<file path="src/rtl/id_ex_skid_reg.sv">
// Decode-to-execute pipeline register with a 2-entry skid buffer.
// in_ready comes straight from a flop, so execute-side back-pressure never
// reaches decode combinationally. Also carries a branch-mispredict flush and
// a saturating stall-cycle counter for performance debug.
//
// in_ctrl packing (LSB-aligned concatenation; bit 20 is spare and passes through):
//   [19] RegWrite  [18:15] ALUctrl  [14] ALUsrc  [13] PCsrc  [12] destsrc
//   [11:9] memCtrl [8] MemWrite [7] UI_control [6] RD1_control
//   [5] PC_RD1_control [4] four_imm_control [3] mul_sel [2:0] ImmSrc
module id_ex_skid_reg #(
    parameter int unsigned XLEN  = 32,
    parameter int unsigned CNT_W = 16
) (
    input  logic             clk,
    input  logic             rst_n,
    input  logic             flush,
    input  logic             clr_stats,
    input  logic             in_valid,
    output logic             in_ready,
    input  logic [20:0]      in_ctrl,
    input  logic [XLEN-1:0]  in_pc,
    input  logic [XLEN-1:0]  in_rd1,
    input  logic [XLEN-1:0]  in_rd2,
    input  logic [XLEN-1:0]  in_imm,
    input  logic [4:0]       in_rs1,
    input  logic [4:0]       in_rs2,
    input  logic [4:0]       in_rd,
    output logic             out_valid,
    input  logic             out_ready,
    output logic [20:0]      out_ctrl,
    output logic [XLEN-1:0]  out_pc,
    output logic [XLEN-1:0]  out_rd1,
    output logic [XLEN-1:0]  out_rd2,
    output logic [XLEN-1:0]  out_imm,
    output logic [4:0]       out_rs1,
    output logic [4:0]       out_rs2,
    output logic [4:0]       out_rd,
    output logic [CNT_W-1:0] stall_cnt
);

    localparam int unsigned PW = 21 + 4 * XLEN + 15;

    localparam int unsigned B_REGWRITE = 19;
    localparam int unsigned B_PCSRC    = 13;
    localparam int unsigned B_MEMWRITE = 8;
    localparam int unsigned B_MULSEL   = 3;

    // Side-effect bits that must never leak to execute while no entry is valid
    localparam logic [20:0] GATE_MASK = (21'd1 << B_REGWRITE) | (21'd1 << B_PCSRC)
                                      | (21'd1 << B_MEMWRITE) | (21'd1 << B_MULSEL);

    logic [PW-1:0]    in_bundle;
    logic [PW-1:0]    m_data;
    logic [PW-1:0]    s_data;
    logic             m_valid;
    logic             s_valid;
    logic             in_ready_q;
    logic             acc;
    logic             drain;
    logic [20:0]      m_ctrl;
    logic [CNT_W-1:0] stall_q;

    assign in_bundle = {in_ctrl, in_pc, in_rd1, in_rd2, in_imm, in_rs1, in_rs2, in_rd};
    assign acc       = in_valid & in_ready_q;
    assign drain     = ~m_valid | out_ready;

    // Entry movement: input -> M directly when M drains, otherwise into S;
    // S always refills M before any new input is taken.
    // in_ready_q is kept as its own flop, always equal to !s_valid.
    always_ff @(posedge clk or negedge rst_n) begin
        if (!rst_n) begin
            m_valid    <= 1'b0;
            s_valid    <= 1'b0;
            in_ready_q <= 1'b1;
            m_data     <= '0;
            s_data     <= '0;
        end else if (flush) begin
            m_valid    <= 1'b0;
            s_valid    <= 1'b0;
            in_ready_q <= 1'b1;
        end else if (s_valid) begin
            if (drain) begin
                m_data     <= s_data;
                m_valid    <= 1'b1;
                s_valid    <= 1'b0;
                in_ready_q <= 1'b1;
            end
        end else if (acc) begin
            if (drain) begin
                m_data  <= in_bundle;
                m_valid <= 1'b1;
            end else begin
                s_data     <= in_bundle;
                s_valid    <= 1'b1;
                in_ready_q <= 1'b0;
            end
        end else if (out_ready) begin
            m_valid <= 1'b0;
        end
    end

    // Saturating count of cycles where execute holds off a valid entry
    always_ff @(posedge clk or negedge rst_n) begin
        if (!rst_n) begin
            stall_q <= '0;
        end else if (clr_stats) begin
            stall_q <= '0;
        end else if (m_valid && !out_ready && !flush && !(&stall_q)) begin
            stall_q <= stall_q + CNT_W'(1);
        end
    end

    assign {m_ctrl, out_pc, out_rd1, out_rd2, out_imm, out_rs1, out_rs2, out_rd} = m_data;

    assign out_ctrl  = m_valid ? m_ctrl : (m_ctrl & ~GATE_MASK);
    assign out_valid = m_valid;
    assign in_ready  = in_ready_q;
    assign stall_cnt = stall_q;

endmodule

</file>
<file path="config.mk">
export PLATFORM = sky130hd
export DESIGN_NAME = id_ex_skid_reg
export DESIGN_NICKNAME = d
export VERILOG_FILES = /design/src/rtl/id_ex_skid_reg.sv
export SDC_FILE = /design/constraint.sdc
export NUM_CORES = 1
export LEC_CHECK = 0
export CORE_MARGIN = 2
export CORE_UTILIZATION = 50
export CTS_BUF_LIST = sky130_fd_sc_hd__clkbuf_4
export DETAILED_ROUTE_END_ITERATION = 12
export PLACE_DENSITY = 0.79
export SLEW_MARGIN = 30
export SYNTH_ARGS = -nofsm -noshare
export SYNTH_HDL_FRONTEND = slang
export SYNTH_SLANG_ARGS = --single-unit
</file>
<file path="constraint.sdc">
create_clock -name clk -period 4.3 [get_ports clk]
set_input_delay 0.43 -clock clk [delete_from_list [all_inputs] [get_ports clk]]
set_output_delay 0.43 -clock clk [all_outputs]
set_load 0.01 [all_outputs]
</file>
==> impl_metrics.py <==
metrics = {
    "run_status": {
        "status": "complete, no violations",
    },
    "timing": {
        "setup_viol": 0,
        "timing.fmax_mhz": 360.6,
        "grt_setup_unrepaired": "false",
        "finalHoldViolations": 0,
        "worst_pin_slew_ns": 0.8606,
        "period_share_pct": 64.49,
        "slew_viol_final": 0,
        "slew-limit-headroom_pct": 42.63,
        "min_period_ns": 2.773,
        "fin_skew_ns": 0.04097,
        "setup_tns_ns": 0,
    },
    "grt": {
        "grt_start_max_net_pins": 142,
        "globalRouteOverflowTotal": 0,
        "grt_pass1_vias": 10870,
        "grt_use_total_pct": 20.53,
        "grt_pass1_wl_mm": 55.21,
        "grt_antenna_before_repair": 5,
    },
    "placed_design": {
        "dpl.hpwl_mm": 22.61,
        "finalWeightedCongestion": 0.7832,
        "place_inst": 1861,
        "io_buffers": 351,
    },
    "worst_setup_path": {
        "cp_top_family": "flip-flops",
        "crit_top_cell": "a21oi_1",
        "start_kind": "flop",
        "crit_type": "reg -> reg",
        "crit_buf_inv": 1,
        "cp_cell_sequence": "a21oi_1 > nor3_4 > buf_12 > nor2_1 > a21oi_1",
        "crit_path_end_kind": "flop",
        "arrival_ns": 3.36,
        "cp.required_ns": 4.89,
        "cp_max_fo": 141,
        "cp_slowest_stage_delay_ns": 0.99,
        "cp_slowest_cell": "dfrtp_4",
    },
    "synth": {
        "syn_avg_cell_area_um2": 11.90,
        "synthTopCellsByCount": "346 x dfrtp_1, 180 x a21oi_1, 167 x nor2_1",
        "synth-main-ff-cell": "dfrtp_1",
        "synth_area_leaders": "dfrtp_1 55%, mux2_1 12%, mux2i_1 10%",
        "ys_warn_count": 0,
        "netlist_instances": 1334,
        "yosysTopAreaCellShare_pct": 54.54,
        "yosys.area.top_type": "dfrtp_1",
        "seq_area_frac_synth_pct": 54.70,
        "synth_edf_count": 0,
        "synth_seq_cells": 347,
        "yosys.cell_types.count": 35,
        "synthArstFlopShare_pct": 100.0,
        "netlist_area_um2": 15880,
        "yosysMostFrequentCell": "dfrtp_1",
        "syn_nets": 1505,
    },
    "power": {
        "p_switching_mw": 2.502,
        "swShare_pct": 27.57,
        "p_int_mw": 6.573,
        "vdd_drop_max_mv": 0.3218,
        "power_frac_seq_pct": 49.1,
        "p_per_area_nw_per_um2": 464.5,
        "clkPwrFrac_pct": 29.5,
        "combPwrFrac_pct": 21.3,
        "leakagePower_nw": 7.945,
    },
    "clocking": {
        "cts_resized": 0,
        "post_cts_buffers": 0,
        "clock_latency_ns": 0.71,
        "clock_sinks": 347,
        "cts_hold_buf": 1,
        "clk_pin_slew_ns": 0.06,
        "cts_tree": "built",
        "cts_root_buffer": "clkbuf_4",
        "cts_max_level": 3,
        "cts-buffers-inserted": 88,
        "cts_buffer_depth": 3,
    },
    "detailed_routing": {
        "met1Wirelength_mm": 14.00,
        "met3_length_mm": 2.909,
        "top_layer_used": "met4",
        "drt_first_pass_iters": 6,
        "route.met2.wl_mm": 16.27,
        "ant_nets": 0,
        "vias": 10520,
        "wl_per_cell_um": 17.06,
        "drtIter0Drc": 504,
        "via_per_inst": 5.232,
        "drc": 0,
        "drt-total-wl_mm": 34.29,
    },
    "floorplan": {
        "pin_count": 352,
        "initial_core_util_pct": 50.57,
        "die_x_um": 182.2,
        "num_rows": 65,
        "die_y_um": 182.2,
        "die_area_um2": 33200,
        "core_area_um2": 31390,
    },
    "finish": {
        "layout-drive-gt1-share_pct": 9.988,
        "fin_cells": 2010,
        "fillers": 2445,
        "final_net_count": 1722,
        "utilization_pct": 62.23,
        "area_growth_pct": 23.05,
    },
    "hold_path": {
        "hp-class": "in -> async",
    },
    "flow_run": {
        "drv_cap": 0,
    },
}
-- sequential cells by signal, summed over array words and instances (netlist names) --
name,cells
m_data,164
s_data,164
stall_cnt,16
out_valid,1
s_valid,1
in_ready,1
-- cell families (layout without fill, tap and decap cells) --
| family | count (synthesis) | count (layout) | share of synthesized area [%] |
|---|---|---|---|
| AO/OA/AOI/OAI | 196 | 196 | 6.352 |
| adder cells (fa/ha/maj) | 1 | 1 | 0.07880 |
| buffers and inverters | 240 | 508 | 10.51 |
| flip-flops | 347 | 347 | 54.70 |
| multiplexers | 330 | 330 | 22.11 |
| other | 0 | 6 | 0 |
| AND/OR/NAND/NOR | 220 | 220 | 6.242 |
-- cell type report --
class	count	area, um^2	area share, %
diodes	6	15.01	0.07685
clock buffers	134	1006	5.149
clock inverters	7	46.29	0.2370
inverters	1	3.754	0.01921
multi-input cells	747	5529	28.30
flip-flops and latches	347	8688	44.47
well taps	402	503.0	2.575
repair buffers	366	3745	19.17
-- cells in the final DEF, fill, tap and decap left out, drive strengths merged --
cell type,instances
inv,3
clkdlybuf4s50,350
mux2i,164
o21ai,5
a21oi,180
nor2b,3
or3,3
nand3b,1
clkbuf,134
nor4,3
nand4,7
ha,1
nand2b,1
nor2,167
dlygate4sd3,1
and2,6
nor3b,1
dfrtp,346
mux2,166
or2,1
buf,15
and4,2
or4,10
and3,1
o31ai,10
clkinv,5
nand2,7
diode,6
dfstp,1
nor3,2
nand3,4
and2b,1
o21bai,1
-- metal layers --
layer	vias up	track usage, %
met5	-	0
met4	0	8.387
met3	82	7.743
met2	359	33.53
met1	5114	24.58
li1	4961	-
-- power groups by stage --
stage / clock (mW) / combinational [mW] / sequential, mW
global placement: 0 / 1.89 / 4.47
global route: 3.00 / 2.12 / 4.55
detailed placement: 0 / 1.95 / 4.51
floorplan: 0 / 1.36 / 4.38
finish: 2.68 / 1.94 / 4.46
CTS: 2.78 / 1.96 / 4.46
-- worst paths after layout --
kind	depth (start not counted)	endpoint	startpoint	slack, ns
worst max-delay path	5	m_data[53]	s_valid	1.53
worst min-delay path	2	m_data[126]	rst_n	0.25
worst max register to register	5	m_data[53]	s_valid	1.53
worst min register to register	1	s_data[64]	s_data[64]	0.48
max in group asynchronous	4	m_data[139]	rst_n	2.86
min in group clk	2	s_data[76]	in_rd2[29]	0.36
-- metrics by stage --
step           total power, mW  hold slack (ns)  setup slack [ns]  area, um^2
2_1_floorplan            5.732           0.1344             2.457       15880
3_3_place_gp             6.356           0.4662             1.391       18420
3_5_place_dp             6.467           0.4747             1.368       18430
4_1_cts                  9.199           0.2846             1.547       19490
5_1_grt                  9.667           0.2159             1.328       19530
6_report                 9.075           0.2541             1.527       19540
Note: power is estimated with default switching activity, not from simulation.
